===== src/rtl/wb_pic8_if.sv =====
// Wishbone I/O slave bundle for the 8-line interrupt controller (ports 0x20/0x21).
interface wb_pic8_if;
   logic        wb_adr_i;
   logic [15:0] wb_dat_i;
   logic [15:0] wb_dat_o;
   logic [1:0]  wb_sel_i;
   logic        wb_we_i;
   logic        wb_stb_i;
   logic        wb_cyc_i;
   logic        wb_ack_o;

   modport master (
      output wb_adr_i, wb_dat_i, wb_sel_i, wb_we_i, wb_stb_i, wb_cyc_i,
      input  wb_dat_o, wb_ack_o
   );

   modport slave (
      input  wb_adr_i, wb_dat_i, wb_sel_i, wb_we_i, wb_stb_i, wb_cyc_i,
      output wb_dat_o, wb_ack_o
   );
endinterface


===== src/rtl/wb_pic8.sv =====
// 8-line interrupt controller with a subset of 8259A behaviour: edge-triggered
// IRR, mask register, in-service register for nesting, EOI commands and a
// vector base. Bit 0 is the highest priority line.
module wb_pic8 #(
   parameter logic [7:0] VEC_BASE = 8'h08
) (
   input  logic       wb_clk_i,
   input  logic       wb_rst_i,
   wb_pic8_if.slave   wb,
   input  logic [7:0] irq_i,
   input  logic       inta_i,
   output logic       intr_o,
   output logic [2:0] iid_o,
   output logic [7:0] vec_o
);

   typedef enum logic {S_IDLE, S_ACK} state_t;

   state_t      state_q, state_d;
   logic [7:0]  irr_q,  irr_d;
   logic [7:0]  isr_q,  isr_d;
   logic [7:0]  imr_q,  imr_d;
   logic [7:0]  base_q, base_d;
   logic [7:0]  irq_q,  irq_d;
   logic        rsel_q, rsel_d;    // 0: low read byte is IRR, 1: ISR
   logic        icw_q,  icw_d;     // next 0x21 write loads base instead of IMR
   logic        inta_q, inta_d;
   logic        intr_q, intr_d;
   logic        ack_q,  ack_d;
   logic [2:0]  iid_q,  iid_d;
   logic [15:0] dat_q,  dat_d;

   logic [7:0] pend;
   logic [7:0] irq_rise;
   logic [2:0] hp;
   logic [2:0] hs;
   logic       inta_rise;
   logic       access;
   logic       wr_lo;
   logic       wr_hi;
   logic [7:0] cmd;
   logic [7:0] hi_byte;

   // Index of the lowest set bit, i.e. the highest-priority line; 0 when empty.
   function automatic logic [2:0] lowest_idx(input logic [7:0] v);
      lowest_idx = 3'd0;
      for (int i = 7; i >= 0; i--) begin
         if (v[i]) lowest_idx = 3'(i);
      end
   endfunction

   // Decode of priority, edges and bus strobes shared by the next-state logic.
   always_comb begin
      pend      = irr_q & ~imr_q;
      hp        = lowest_idx(pend);
      hs        = lowest_idx(isr_q);
      irq_rise  = irq_i & ~irq_q;
      inta_rise = inta_i & ~inta_q;
      access    = wb.wb_stb_i & wb.wb_cyc_i & ~ack_q;
      wr_lo     = access & wb.wb_we_i & ~wb.wb_adr_i & wb.wb_sel_i[0];
      wr_hi     = access & wb.wb_we_i & ~wb.wb_adr_i & wb.wb_sel_i[1];
      cmd       = wb.wb_dat_i[7:0];
      hi_byte   = wb.wb_dat_i[15:8];
   end

   // Next state: bus writes first, then acknowledge sets and new IRQ edges so
   // that sets win over clears landing in the same clock.
   always_comb begin
      // NOTE: every variable gets a default first so no path can infer a latch.
      state_d = state_q;
      irr_d   = irr_q;
      isr_d   = isr_q;
      imr_d   = imr_q;
      base_d  = base_q;
      rsel_d  = rsel_q;
      icw_d   = icw_q;
      iid_d   = iid_q;
      dat_d   = dat_q;
      intr_d  = 1'b0;
      irq_d   = irq_i;
      inta_d  = inta_i;
      ack_d   = access;

      // Read data is captured with ack, from the state before this access.
      if (access) begin
         dat_d = wb.wb_adr_i ? 16'h0000 : {imr_q, rsel_q ? isr_q : irr_q};
      end

      // Port 0x20 command byte.
      if (wr_lo) begin
         if (cmd == 8'h20) begin
            if (isr_q != 8'h00) isr_d[hs] = 1'b0;
         end else if (cmd[7:3] == 5'b01100) begin
            isr_d[cmd[2:0]] = 1'b0;
         end else if (cmd == 8'h0A) begin
            rsel_d = 1'b0;
         end else if (cmd == 8'h0B) begin
            rsel_d = 1'b1;
         end else if (cmd[4]) begin
            imr_d  = 8'h00;
            isr_d  = 8'h00;
            rsel_d = 1'b0;
            icw_d  = 1'b1;
         end
      end

      // Port 0x21: mask, or vector base right after an ICW1.
      if (wr_hi) begin
         if (icw_q) begin
            base_d = hi_byte;
            icw_d  = 1'b0;
         end else begin
            imr_d = hi_byte;
         end
      end

      // Acknowledge handshake; intr_o is held low for the whole acknowledge.
      unique case (state_q)
         S_IDLE: begin
            if (inta_rise) begin
               state_d = S_ACK;
               if (pend != 8'h00) begin
                  iid_d        = hp;
                  irr_d[hp]    = 1'b0;
                  isr_d[hp]    = 1'b1;
               end else begin
                  iid_d = 3'd7;
               end
            end else begin
               intr_d = (pend != 8'h00) && ((isr_q == 8'h00) || (hp < hs));
            end
         end
         S_ACK: begin
            if (!inta_i) state_d = S_IDLE;
         end
         default: state_d = S_IDLE;
      endcase

      irr_d = irr_d | irq_rise;
   end

   // State registers. inta history resets high so a level held across reset
   // is not mistaken for a new acknowledge.
   always_ff @(posedge wb_clk_i or posedge wb_rst_i) begin
      // NOTE: all state resets here; there is no memory array left unreset.
      if (wb_rst_i) begin
         state_q <= S_IDLE;
         irr_q   <= 8'h00;
         isr_q   <= 8'h00;
         imr_q   <= 8'hFF;
         base_q  <= VEC_BASE;
         irq_q   <= 8'h00;
         rsel_q  <= 1'b0;
         icw_q   <= 1'b0;
         inta_q  <= 1'b1;
         intr_q  <= 1'b0;
         ack_q   <= 1'b0;
         iid_q   <= 3'd0;
         dat_q   <= 16'h0000;
      end else begin
         // NOTE: non-blocking assignments so every flop samples pre-edge values.
         state_q <= state_d;
         irr_q   <= irr_d;
         isr_q   <= isr_d;
         imr_q   <= imr_d;
         base_q  <= base_d;
         irq_q   <= irq_d;
         rsel_q  <= rsel_d;
         icw_q   <= icw_d;
         inta_q  <= inta_d;
         intr_q  <= intr_d;
         ack_q   <= ack_d;
         iid_q   <= iid_d;
         dat_q   <= dat_d;
      end
   end

   assign wb.wb_ack_o = ack_q;
   assign wb.wb_dat_o = dat_q;
   assign intr_o      = intr_q;
   assign iid_o       = iid_q;
   assign vec_o       = {base_q[7:3], iid_q};

endmodule


===== src/flat_wrapper.sv =====
// flat-port wrapper written by rule: the top's interface ports become plain ports
module wb_pic8_flat 
#(
   parameter logic [7:0] VEC_BASE = 8'h08
)
  (wb_clk_i, wb_rst_i, irq_i, inta_i, intr_o, iid_o, vec_o, wb_wb_adr_i, wb_wb_dat_i, wb_wb_sel_i, wb_wb_we_i, wb_wb_stb_i, wb_wb_cyc_i, wb_wb_dat_o, wb_wb_ack_o);
  wb_pic8_if wb_i ();
  input  logic wb_clk_i;
  input  logic wb_rst_i;
  input  logic [7:0] irq_i;
  input  logic inta_i;
  output logic intr_o;
  output logic [2:0] iid_o;
  output logic [7:0] vec_o;
  input wire logic [$bits(wb_i.wb_adr_i)-1:0] wb_wb_adr_i;
  input wire logic [$bits(wb_i.wb_dat_i)-1:0] wb_wb_dat_i;
  input wire logic [$bits(wb_i.wb_sel_i)-1:0] wb_wb_sel_i;
  input wire logic [$bits(wb_i.wb_we_i)-1:0] wb_wb_we_i;
  input wire logic [$bits(wb_i.wb_stb_i)-1:0] wb_wb_stb_i;
  input wire logic [$bits(wb_i.wb_cyc_i)-1:0] wb_wb_cyc_i;
  output wire logic [$bits(wb_i.wb_dat_o)-1:0] wb_wb_dat_o;
  output wire logic [$bits(wb_i.wb_ack_o)-1:0] wb_wb_ack_o;
  assign wb_i.wb_adr_i = wb_wb_adr_i;
  assign wb_i.wb_dat_i = wb_wb_dat_i;
  assign wb_i.wb_sel_i = wb_wb_sel_i;
  assign wb_i.wb_we_i = wb_wb_we_i;
  assign wb_i.wb_stb_i = wb_wb_stb_i;
  assign wb_i.wb_cyc_i = wb_wb_cyc_i;
  assign wb_wb_dat_o = wb_i.wb_dat_o;
  assign wb_wb_ack_o = wb_i.wb_ack_o;
  wb_pic8 #(.VEC_BASE(VEC_BASE)) u_core (.wb_clk_i(wb_clk_i), .wb_rst_i(wb_rst_i), .wb(wb_i), .irq_i(irq_i), .inta_i(inta_i), .intr_o(intr_o), .iid_o(iid_o), .vec_o(vec_o));
endmodule

===== config.mk =====
export PLATFORM = sky130hd
export DESIGN_NAME = wb_pic8_flat
export DESIGN_NICKNAME = d
export VERILOG_FILES = /design/src/rtl/wb_pic8_if.sv /design/src/rtl/wb_pic8.sv /design/src/flat_wrapper.sv
export SDC_FILE = /design/constraint.sdc
export NUM_CORES = 1
export LEC_CHECK = 0
export CAP_MARGIN = 15
export CORE_ASPECT_RATIO = 1.75
export CORE_MARGIN = 1.5
export CORE_UTILIZATION = 40
export CTS_BUF_LIST = sky130_fd_sc_hd__clkbuf_8 sky130_fd_sc_hd__clkbuf_16
export DETAILED_ROUTE_END_ITERATION = 7
export GPL_TIMING_DRIVEN = 1
export PLACE_DENSITY_LB_ADDON = 0.3
export SYNTH_ARGS = -nofsm -noshare
export SYNTH_HDL_FRONTEND = slang
export SYNTH_SLANG_ARGS = --single-unit

===== constraint.sdc =====
create_clock -name wb_clk_i -period 3.22 [get_ports wb_clk_i]
set_clock_uncertainty 0.1 [all_clocks]
set_input_delay 0.483 -clock wb_clk_i [delete_from_list [all_inputs] [get_ports wb_clk_i]]
set_output_delay 0.483 -clock wb_clk_i [all_outputs]
set_load 0.02 [all_outputs]

Word level (Yosys, flattened, before mapping) --
Cells that the tools add are included.
Storage, ports and cells: memory bits (writable) 0, bits in latches 0, bits in registers 65, memory bits (read-only) 0, output and inout bits 29, memories kept 0, bits of input ports 33, word-level logic and storage cells 123
Cells by class: bitwise logic cells 25, shifts and indexed selects 0, equality and inequality tests 4, $lt $le $gt $ge 7, multiplexer cells 62, $mul 0, reductions and logical operators 12, add/subtract/negate cells 0, div/mod/pow operators 0
Operator list (count):
- 8-bit two-way mux | 22
- 3-bit two-way mux | 17
- 8-bit AND | 5
- 8-bit NOT | 5
- 1-bit two-way mux | 18
- 8-bit by 4-bit == test with 1-bit output, second input constant | 2
- 16-bit two-way mux | 1
- 8-bit bitwise OR | 2
- 8-bit nonzero test | 2
- 3-bit by 4-bit less-than comparator with 1-bit output, second input constant | 3
- 1-bit demux with 3-bit select | 3
- 3-bit by 1-bit >= comparator with 1-bit output, second input constant | 3
- 8-bit by 6-bit == test with 1-bit output, second input constant | 1
- 8-bit zero test | 1
- 1-bit AND | 7
- 1-bit NOT | 6
- 5-bit by 4-bit == test with 1-bit output, second input constant | 1
- 1-bit logical AND | 4
- 2-bit AND reduction | 2
- 4-bit AND reduction | 1
- 3-bit less-than comparator | 1
- 3-bit nonzero test | 1
- 1-bit case mux with 2 select lines | 1
- 1-bit logical OR | 1

Logic depth before layout (Yosys ltp) --
depth in word-level cells 21, depth in mapped cells 10, depth with buffers taken out 10

Worst setup path before layout --
Ideal clock, no wire load.
kind reg2reg, from reg u_core.isr_q[3], to reg u_core.intr_q, in the netlist u_core.intr_o, period minus slack after synthesis 2453 ps, data arrival time 2247 ps, required time 3013 ps, slack 767 ps, buffers on the path 0, stages on the path, launching flop included 8, cells stage by stage dfrtp_1 -> or4_4 -> a21o_2 -> ha_1 -> a211oi_1 -> o21ai_1 -> o221a_4 -> a2111oi_4
Between the ends: word-level cells in the longest chain between the ends 9, elaborated cells on any way between the ends 10, those cells by class 1 x order compare; 6 x mux; 3 x reduce/logical
RTL lines:
- start, declared | RTL line wb_pic8.sv:21 | logic [7:0] isr_q, isr_d;
- start signal, assigned | RTL line wb_pic8.sv:164 | isr_q <= isr_d;
- 3-bit two-way mux (4 in a row) | RTL line wb_pic8.sv:48 | if (v[i]) lowest_idx = 3'(i);
- 3-bit less-than comparator | RTL line wb_pic8.sv:130 | intr_d = (pend != 8'h00) && ((isr_q == 8'h00) || (hp < hs));
- 1-bit logical OR * | RTL line wb_pic8.sv:130
- 1-bit logical AND * | RTL line wb_pic8.sv:130
- 1-bit two-way mux * | RTL line wb_pic8.sv:120 | if (inta_rise) begin
- 1-bit two-way mux * | RTL line wb_pic8.sv:118 | unique case (state_q)
- net u_core.intr_d | RTL line wb_pic8.sv:28 | logic intr_q, intr_d;
- end signal, assigned | RTL line wb_pic8.sv:171 | intr_q <= intr_d;
- end, declared | RTL line wb_pic8.sv:28
The timed path passes the listed nets; every way through them passes the cells marked *. A chain may end at the register's enable or synchronous reset.

Worst setup path after layout --
Ends and elaborated chain as after synthesis.

==> results by group <==
Final layout
  • Commonest non-fill, non-tap cells in the layout: 61 x clkdlybuf4s50_1, 52 x dfrtp_1, 31 x nand2_1, 29 x o21ai_0, 18 x nand2b_1
  • Layout area overhead: 34.7%
  • N_diodes: 0
  • Commonest non-fill, non-tap cell in the layout: clkdlybuf4s50_1
  • Nets: 384
  • Final Instance Area: 3980 um2
  • Share of layout cells above drive strength 1: 0.121

STA
  • FMAX: 0.382 GHz
  • Tcrit/Tclk final: 0.812
  • Slack of the critical path: ~0.60 ns
  • Fin. max-slew vios: 0
  • Period minus WS final: ~2.6 ns
  • Worst-Margin Slew: around 0.67 ns
  • Max-Slew Margin vs Limit: 0.549
  • Final setup fails: 0
  • RSZ-0062 raised after global routing: false
  • Hold Vio Cnt, Final: 0
  • Setup TNS: 0 ns

Placed design
  • Port bufs: 61
  • DP Worst Slack: 0.592 ns
  • Placement Cell Area: around 3600 um2
  • Post-detail-place hpwl: about 5500 um
  • Routability Congestion: 0.861

Logic synthesis
  • Number of synthesized flops with an enable pin: 0
  • Avg Cell Area, Syn: about 10 um2
  • Synth area leaders: dfrtp_1 44%, dfstp_2 8.9%, o21ai_0 4.9%, a22o_1 4.1%, nand2_1 3.9%
  • Syn nets: between 300 and 400
  • Syn. warnings: 0
  • Synth async-reset ratio: 1.00
  • Synth area leader: dfrtp_1
  • Seq/Total Area, Yosys: 0.529
  • Main synth FF type: dfrtp_1
  • Yosys reg bits: 62
  • Synth top area share: 0.440
  • Yosys cell types: 48
  • Post-synthesis instance total: 285
  • Synthesized area: 2960 um2

Detailed routing
  • Vias: 2322
  • Initial DRT Pass Iterations: 4
  • Initial DRC count: 90
  • Vias per cell: 5.28
  • Antenna-violating nets left: 0
  • Detail-routed net length per standard cell: roughly 16 um
  • Drt drc: 0
  • Post-Route WL: ~7000 um

Worst setup path
  • Critical Path Start: u_core.isr_q[3]
  • Largest stage delay, worst path: 0.59 ns
  • Crit path launch type: flop
  • Crit. End Element: flop
  • Data arrival, critical path: 2.73 ns
  • Reg2reg start: u_core.isr_q[3]
  • Setup CP Type: reg2reg
  • R2r setup slk: 0.60 ns
  • CP max stage cell: or4_4
  • WP buf/inv: 0
  • CP Cell Sequence: or4_4 -> a21o_2 -> ha_1 -> a211oi_1 -> o21ai_1 -> o221a_4 -> a2111oi_4
  • Worst r2r path cells: 7
  • FF-to-FF End: u_core.intr_o
  • Largest fanout on the critical path: 6
  • Number of cells on the critical path: 7
  • Data required time of the worst path: 3.34 ns
  • Worst setup endpoint: u_core.intr_o
  • Family with the most delay on the worst path: compound AO/OA/AOI/OAI gates

GRT
  • GRT Total Usage: 0.203
  • Grt total ovfl: 0
  • First-pass GRT wire length: 11700 um
  • Pin count of the biggest net entering global routing: 33
  • Initial antenna violation count: 0
  • Number of global-route vias before repair: approximately 2400

Clock tree
  • Cts-stage hold buffer count: 0
  • # H-tree levels: 3
  • Clk Latency, worst-skew pair: 0.33 ns
  • Bufs on Longest Clock Path: 2
  • CTS Root Cell: clkbuf_16
  • CTS-repair resized insts: 0
  • Number of clock sinks: 62
  • Total CTS buffers: 9
  • Clock tree from TritonCTS: yes
  • Clock slew at reported path FFs: 0.05 ns
  • Post-CTS Setup Bufs: 0

Floorplan
  • Rows: 41
  • Initial Util: 0.411
  • CORE AREA: 7180 um2
  • Die footprint: about 7900 um2
  • # IOs: just over 60
  • Die width: 68.0 um
  • DIE HEIGHT: 117 um

Run status
  • Status: finished clean

Power and ir drop
  • Cell Pwr Density: between 600 and 700 nW/um2
  • Maximum VDD drop: 0.432 mV
  • Static Leak: 1.71 nW

Hold path
  • HP Class: in2async

Run
  • Max_cap viols: 0
==> layout make-up <==
cell class,instances,area [um2]
Fill cell,667,3200
Sequential cell,62,1560
Multi-Input combinational cell,194,1270
Timing Repair Buffer,65,641
Clock buffer,12,267
Tap cell,86,108
Clock inverter,4,68.8
Inverter,17,63.8
==> Yosys cell counts (all sizes together), types with 3 or more instances <==
library cell / number
nand2b: 18
nor2: 13
buf: 5
o21a: 3
nand3: 8
clkbuf: 7
nor2b: 5
nand2: 31
dfstp: 10
o21ai: 32
mux2: 5
a21o: 3
a22o: 14
nor3: 7
inv: 17
mux2i: 8
o31ai: 10
a21oi: 6
a211oi: 3
dfrtp: 52
==> flip-flops by register name (all words and copies together), names as in the netlist <==
register,count
u_core.rsel_q,1
u_core.intr_o,1
u_core.wb.wb_ack_o,1
u_core.wb.wb_dat_o,16
u_core.imr_q,8
u_core.isr_q,8
u_core.inta_q,1
u_core.state_q,1
u_core.base_q,5
u_core.iid_o,3
u_core.irr_q,8
u_core.icw_q,1
u_core.irq_q,8
==> layer usage <==
| metal | GRT usage | share of wire |
|---|---|---|
| met5 | 0 | 0 |
| met4 | 0.0867 | 0.024 |
| met3 | 0.0501 | 0.033 |
| met2 | 0.353 | 0.54 |
| met1 | 0.231 | 0.40 |
==> worst register-to-register path, cell delays in order, from the launching register on <==
cell       delay [ns]
dfrtp_1          0.43
or4_4            0.59
a21o_2           0.21
ha_1             0.29
a211oi_1         0.23
o21ai_1          0.12
o221a_4          0.27
a2111oi_4        0.27
==> cell families after synthesis <==
| group | after synthesis | synth area share |
|---|---|---|
| buf+inv | 29 | 0.0415 |
| fa+ha+maj | 2 | 0.00847 |
| mux | 13 | 0.0461 |
| simple gates | 97 | 0.177 |
| compound gates | 81 | 0.194 |
| flops | 62 | 0.529 |
| xor+xnor | 1 | 0.00296 |
==> where the power goes <==
part / internal [W] / switching [W]
combinational: 0.000255 / 0.000260
sequential: 0.000906 / 0.0000995
clock: 0.000735 / 0.000322
==> worst min path at each step <==
stage / endpoint / cells after the start
2_1_floorplan: u_core.irr_q[0] / 1
3_3_place_gp: u_core.irr_q[2] / 1
3_5_place_dp: u_core.irr_q[2] / 1
4_1_cts: u_core.wb.wb_dat_o[8] / 2
5_1_grt: u_core.wb.wb_dat_o[8] / 2
6_report: u_core.wb.wb_dat_o[12] / 2
==> stage by stage <==
step,util,hold slack [ns],std cells,total power [W]
floorplan,-,0.300,285,0.00130
global placement,0.507,0.308,424,0.00152
detailed placement,0.507,0.322,424,0.00154
CTS,0.554,0.309,440,0.00260
global route,0.554,0.342,440,0.00270
finish,0.554,0.305,440,0.00258
(Power assumes the default switching activity.)
